`src/rtl/mem_port_arbiter_pkg.sv`:
```
// Shared widths, bus field offsets and owner encoding for the memory-port arbiter.
package mem_port_arbiter_pkg;

  localparam int MEM_REQ_BUS_WD = 71;

  // *_req_bus = {wr, size[1:0], wstrb[3:0], addr[31:0], wdata[31:0]}
  localparam int BUS_WR_BIT    = 70;
  localparam int BUS_SIZE_LSB  = 68;
  localparam int BUS_WSTRB_LSB = 64;
  localparam int BUS_ADDR_LSB  = 32;
  localparam int BUS_WDATA_LSB = 0;

  // Owner tag stored per outstanding transaction.
  typedef enum logic {
    OWN_INST = 1'b0,
    OWN_DATA = 1'b1
  } owner_e;

endpackage

```
`src/rtl/mem_port_arbiter_owner_fifo.sv`:
```
// In-order 1-bit owner FIFO: records who issued each accepted request so the
// matching response can be steered back.
module owner_fifo #(
  parameter int DEPTH = 2
) (
  input  logic clk,
  input  logic reset,
  input  logic push,
  input  logic din,
  input  logic pop,
  output logic full,
  output logic empty,
  output logic head
);

  localparam int PW = (DEPTH > 1) ? $clog2(DEPTH) : 1;
  localparam int CW = $clog2(DEPTH) + 1;

  logic [DEPTH-1:0] mem;
  logic [PW-1:0]    wr_ptr, rd_ptr;
  logic [CW-1:0]    count;
  logic             do_push, do_pop;

  assign full    = (count == CW'(DEPTH));
  assign empty   = (count == '0);
  assign head    = mem[rd_ptr];
  assign do_push = push & ~full;
  assign do_pop  = pop & ~empty;

  function automatic logic [PW-1:0] next_ptr(input logic [PW-1:0] p);
    return (p == PW'(DEPTH - 1)) ? '0 : p + 1'b1;
  endfunction

  // Storage, pointers and occupancy; push and pop in one cycle leave count unchanged.
  always_ff @(posedge clk) begin
    if (reset) begin
      mem    <= '0;
      wr_ptr <= '0;
      rd_ptr <= '0;
      count  <= '0;
    end else begin
      if (do_push) begin
        mem[wr_ptr] <= din;
        wr_ptr      <= next_ptr(wr_ptr);
      end
      if (do_pop) rd_ptr <= next_ptr(rd_ptr);
      case ({do_push, do_pop})
        2'b10:   count <= count + 1'b1;
        2'b01:   count <= count - 1'b1;
        default: count <= count;
      endcase
    end
  end

endmodule

```
`src/rtl/mem_port_arbiter.sv`:
```
// Shares one req/addr_ok/data_ok memory port between fetch and load/store.
// Data wins when no grant is held; a stalled grant is held until addr_ok.
module mem_port_arbiter
  import mem_port_arbiter_pkg::*;
#(
  parameter int OUTSTANDING = 2
) (
  input  logic                      clk,
  input  logic                      reset,
  input  logic                      inst_req,
  input  logic [MEM_REQ_BUS_WD-1:0] inst_req_bus,
  output logic                      inst_addr_ok,
  output logic                      inst_data_ok,
  output logic [31:0]               inst_rdata,
  input  logic                      data_req,
  input  logic [MEM_REQ_BUS_WD-1:0] data_req_bus,
  output logic                      data_addr_ok,
  output logic                      data_data_ok,
  output logic [31:0]               data_rdata,
  output logic                      mem_req,
  output logic [MEM_REQ_BUS_WD-1:0] mem_req_bus,
  input  logic                      mem_addr_ok,
  input  logic                      mem_data_ok,
  input  logic [31:0]               mem_rdata
);

  logic   hold_valid;
  owner_e hold_owner;
  logic   grant_data, gnt_req;
  logic   fifo_full, fifo_empty, fifo_head;
  logic   push, pop;

  // Grant select: a held owner sticks; otherwise data first, data also the idle default.
  always_comb begin
    grant_data = data_req | ~inst_req;
    if (hold_valid && !reset) grant_data = (hold_owner == OWN_DATA);
  end

  assign gnt_req     = grant_data ? data_req : inst_req;
  assign mem_req     = gnt_req & ~fifo_full & ~reset;
  assign mem_req_bus = grant_data ? data_req_bus : inst_req_bus;

  assign push         = mem_req & mem_addr_ok;
  assign inst_addr_ok = push & ~grant_data;
  assign data_addr_ok = push & grant_data;

  // Responses with nothing outstanding (including stale pre-reset ones) are dropped.
  assign pop          = mem_data_ok & ~fifo_empty & ~reset;
  assign inst_data_ok = pop & (fifo_head == OWN_INST);
  assign data_data_ok = pop & (fifo_head == OWN_DATA);
  assign inst_rdata   = mem_rdata;
  assign data_rdata   = mem_rdata;

  // Grant hold: latch the owner on a stalled request, release when the port accepts.
  always_ff @(posedge clk) begin
    if (reset) begin
      hold_valid <= 1'b0;
      hold_owner <= OWN_INST;
    end else if (mem_addr_ok) begin
      hold_valid <= 1'b0;
    end else if (mem_req) begin
      hold_valid <= 1'b1;
      hold_owner <= grant_data ? OWN_DATA : OWN_INST;
    end
  end

  owner_fifo #(.DEPTH(OUTSTANDING)) u_owner_fifo (
    .clk   (clk),
    .reset (reset),
    .push  (push),
    .din   (grant_data),
    .pop   (pop),
    .full  (fifo_full),
    .empty (fifo_empty),
    .head  (fifo_head)
  );

endmodule

```
`config.mk`:
```
export PLATFORM = sky130hd
export DESIGN_NAME = mem_port_arbiter
export DESIGN_NICKNAME = d
export VERILOG_FILES = /design/src/rtl/mem_port_arbiter_pkg.sv /design/src/rtl/mem_port_arbiter_owner_fifo.sv /design/src/rtl/mem_port_arbiter.sv
export SDC_FILE = /design/constraint.sdc
export NUM_CORES = 1
export LEC_CHECK = 0
export ABC_AREA = 0
export BUFFER_PORTS_ARGS = -buffer_cell sky130_fd_sc_hd__buf_2
export CORE_AREA = 2 2 123 125
export DETAILED_ROUTE_END_ITERATION = 8
export DIE_AREA = 0 0 125 127
export HOLD_SLACK_MARGIN = 0.05
export PLACE_DENSITY = 0.46
export SETUP_SLACK_MARGIN = 0.02
export SLEW_MARGIN = 5
export SYNTH_ARGS = -nofsm -noshare
export SYNTH_HDL_FRONTEND = slang
export SYNTH_HIERARCHICAL = 1
export SYNTH_SLANG_ARGS = --single-unit
```
`constraint.sdc`:
```
create_clock -name clk -period 2.5 [get_ports clk]
set_input_delay 0.375 -clock clk [delete_from_list [all_inputs] [get_ports clk]]
set_output_delay 0.375 -clock clk [all_outputs]
set_load 0.02 [all_outputs]
```
==> impl_metrics.py <==
metrics = {
    "min_path": {
        "worstHoldStart": "mem_addr_ok",
        "hold-path-cell-count": 2,
        "min_path_type": "in2reg",
        "min_to": "hold_valid$_SDFFE_PP0N_",
    },
    "synthesis": {
        "synthAdderAreaFrac_pct": 0.596,
        "synth_fp_nets": 377,
        "syn_area_um2": 2100,
        "syn_inst": 196,
        "synthSimpleGateAreaFrac_pct": 6.32,
        "synth_xor_area_share_pct": 1.25,
        "synth.distinct_cells": 33,
        "yosysWarnings": 6,
        "synth_seq_cells": 8,
        "synth_seq_area_share_pct": 7.63,
        "synth_compound_area_share_pct": 3.16,
        "synthMuxAreaShare_pct": 53.4,
        "synth_top_family_by_area": "multiplexers",
        "syn_area_per_cell_um2": 10.7,
    },
    "die": {
        "die_w_um": 125,
        "dieArea_um2": 15900,
        "row_count": 44,
        "core_area_um2": 14400,
        "fp.dieH_um": 127,
        "ios": 320,
        "initial_utilization_pct": 14.5,
    },
    "power": {
        "p_int_w": 0.000701,
        "swShare_pct": 36.6,
        "comb_power_share_pct": 62.5,
        "seq_power_share_pct": 13.1,
        "leakage_nw": 1.75,
        "p_clk_share_pct": 24.5,
        "ir_drop_v": 0.000363,
        "power.density_nw_per_um2": 369,
        "p_sw_w": 0.000405,
    },
    "cts": {
        "cts_setup_buffers": 0,
        "cts_tree": "done",
        "clock_path_buffers": 2,
        "clk_pin_slew_ns": 0.04,
        "h-tree-depth": 1,
        "cts_made_buffers": 3,
        "clockRootBuffer": "clkbuf_16",
        "cts.sink_count": 8,
        "clock_latency_ns": 0.23,
    },
    "grt": {
        "grt_max_degree": 39,
        "grt.total_usage_pct": 7.59,
        "use_met1_pct": 9.18,
        "grt_use_met3_pct": 2.97,
        "antenna_found_initial": 0,
        "grt_pass1_wl_um": 9870,
        "gr-usage-met2_pct": 12.8,
        "grt_overflow_total": 0,
        "grt_pass1_vias": 1914,
        "grt.busiest_layer": "met2",
    },
    "final_layout": {
        "fin_nets": 536,
        "area_delta_synth_final_pct": 43.1,
        "ff_latch_area_um2": 160,
        "fin_area_um2": 3000,
        "drive_gt1_share_pct": 87.3,
        "multiInputGateArea_um2": 1360,
        "fillers": 1613,
        "antenna_cells": 0,
    },
    "timing": {
        "skew_ns": 0.00171,
        "max-slew-margin-rel_pct": 72.9,
        "fin_ws_ns": 0.258,
        "finalSetupViolations": 0,
        "fin_crit_ns": 2.24,
        "final-max-slew-violation-count": 0,
        "fmax_mhz": 446,
        "setup_tns_ns": 0,
        "rsz0062_at_grt": "false",
        "finalHoldViolCount": 0,
        "finalCritPeriodShare_pct": 89.7,
        "tightest_slew_ns": 0.405,
    },
    "placed_design": {
        "dp_slack_ns": 0.171,
        "io_buffer_count": 223,
        "dp_hpwl_um": 5840,
        "dpl_cell_area_um2": 2930,
        "place.gp.congestion": 0.744,
    },
    "detailed_routing": {
        "routed-via-count": 1949,
        "finalWirelength_um": 6820,
        "first_iter_violations": 46,
        "vias_per_cell": 3.63,
        "drc": 0,
        "wl_per_cell_um": 12.7,
        "drtAntennaViolNets": 0,
        "drt-pass1-iter-count": 4,
    },
    "worst_setup_path": {
        "cp_slowest_stage_delay_ns": 0.41,
        "worstSetupEndpointType": "flop",
        "reg2regPathDepth": 9,
        "r2r-end": "u_owner_fifo/count[1]$_SDFFE_PP0P_",
        "cp-start-kind": "flop",
        "r2r-start": "u_owner_fifo/count[0]$_SDFFE_PP0P_",
        "crit_chain": "nand2b_1 > inv_2 > nor2_1 > o211ai_1 > nor2_2 > nand2_1 > ha_1 > or3_1 > a21oi_1",
        "crit_family": "simple AND/OR/NAND/NOR gates",
        "critPathMaxFanout": 5,
        "arrival_ns": 2.41,
        "cp.required_ns": 2.66,
        "path_class": "reg2reg",
        "critical_path.slowest_cell": "dfxtp_1",
        "ff2ff_setup_slack_ns": 0.26,
        "critical_path_buf_inv_count": 1,
    },
    "job": {
        "maxCapViolations": 0,
    },
    "status": {
        "status": "finished, final reports clean",
    },
}
power by group through the flow:
stage                     clock network, W  logic (W)  registers [W]
after global placement                   0   0.000691       0.000146
after floorplan                          0   0.000606       0.000145
final                             0.000271   0.000691       0.000145
after CTS                         0.000281   0.000700       0.000145
after detailed placement                 0   0.000696       0.000147
after global routing              0.000285   0.000735       0.000146
flip-flops by register name, summed over array words and instances, names as in the netlist:
name / count
hold_owner: 1
hold_valid: 1
u_owner_fifo/count: 2
u_owner_fifo/mem: 2
u_owner_fifo/rd_ptr: 1
u_owner_fifo/wr_ptr: 1
layout make-up:
cell class / count / area share [%]
well taps: 184 / 7.67
flip-flops and latches: 8 / 5.33
repair buffers: 225 / 38.5
clock buffers: 3 / 2.50
multi-input cells: 112 / 45.3
inverters: 5 / 0.708
layer usage:
| layer | vias to the layer above | part of all wire (%) |
|---|---|---|
| li1 | 929 | - |
| met1 | 873 | 38 |
| met2 | 137 | 49 |
| met3 | 10 | 11 |
| met4 | 0 | 1.0 |
| met5 | - | 0 |
synth_stat cells:
cell / count / area (um2)
mux2_4: 68 / 1020
buf_4: 64 / 480
dfxtp_1: 8 / 160
buf_6: 7 / 78.8
mux2_2: 5 / 56.3
nand2b_1: 5 / 31.3
nor2_1: 5 / 18.8
a21oi_1: 3 / 15.0
inv_1: 3 / 11.3
mux2i_1: 2 / 20.0
nand2_1: 2 / 7.51
nor3_1: 2 / 10.0
xnor2_1: 2 / 17.5
a21boi_0: 1 / 7.51
and2_1: 1 / 6.26
ha_1: 1 / 12.5
inv_2: 1 / 3.75
inv_4: 1 / 6.26
mux2i_4: 1 / 22.5
nand2b_4: 1 / 13.8
nand4_1: 1 / 6.26
nor2b_1: 1 / 6.26
nor3b_1: 1 / 7.51
nor3b_2: 1 / 12.5
o2111ai_1: 1 / 8.76
o211ai_1: 1 / 7.51
o21a_1: 1 / 7.51
o21ai_0: 1 / 5.00
o21ai_1: 1 / 5.00
o21ba_1: 1 / 10.0
or2_2: 1 / 6.26
or3_1: 1 / 6.26
xor2_1: 1 / 8.76
stage by stage:
stage | instances | util (%) | hold slack, ns | total power [W]
after floorplan | 196 | - | 0.444 | 0.000751
after global placement | 534 | 20.3 | 0.468 | 0.000838
after detailed placement | 534 | 20.3 | 0.466 | 0.000842
after CTS | 537 | 20.8 | 0.327 | 0.00113
after global routing | 537 | 20.8 | 0.341 | 0.00117
final | 537 | 20.8 | 0.331 | 0.00111
cell families after synthesis:
kind of cell,count (synthesis)
adder cells (fa/ha/maj),1
multiplexers,76
AND/OR/NAND/NOR,22
XOR/XNOR,3
buffers and inverters,76
AO/OA/AOI/OAI,10
flip-flops,8
placed cells by master (no fill, tap or decap), types with 2 or more instances in the layout:
cell type	n
nand2b_1	5
inv_1	3
buf_2	223
mux2i_1	2
mux2_4	68
nand2_1	2
mux2_2	5
nor3_1	2
nor2_1	4
dfxtp_1	8
xnor2_1	2
a21oi_1	3
buf_12	2
clkbuf_16	3
worst max path at each step:
stage	depth (start not counted)	to	slack, ns	from
4_1_cts	9	u_owner_fifo/count[1]$_SDFFE_PP0P_	0.18	u_owner_fifo/count[0]$_SDFFE_PP0P_
5_1_grt	9	u_owner_fifo/count[1]$_SDFFE_PP0P_	0.06	u_owner_fifo/count[0]$_SDFFE_PP0P_
3_3_place_gp	9	u_owner_fifo/count[1]$_SDFFE_PP0P_	0.28	u_owner_fifo/count[0]$_SDFFE_PP0P_
3_5_place_dp	9	u_owner_fifo/count[1]$_SDFFE_PP0P_	0.17	u_owner_fifo/count[0]$_SDFFE_PP0P_
2_1_floorplan	9	u_owner_fifo/count[1]$_SDFFE_PP0P_	0.45	u_owner_fifo/count[0]$_SDFFE_PP0P_
6_report	9	u_owner_fifo/count[1]$_SDFFE_PP0P_	0.26	u_owner_fifo/count[0]$_SDFFE_PP0P_
what timing repair did:
action | CTS | global route
endpoints found under the setup margin | 0 | 1
resized for setup | 0 | 1
hold buffers | 0 | 0
(Power assumes the default switching activity.)
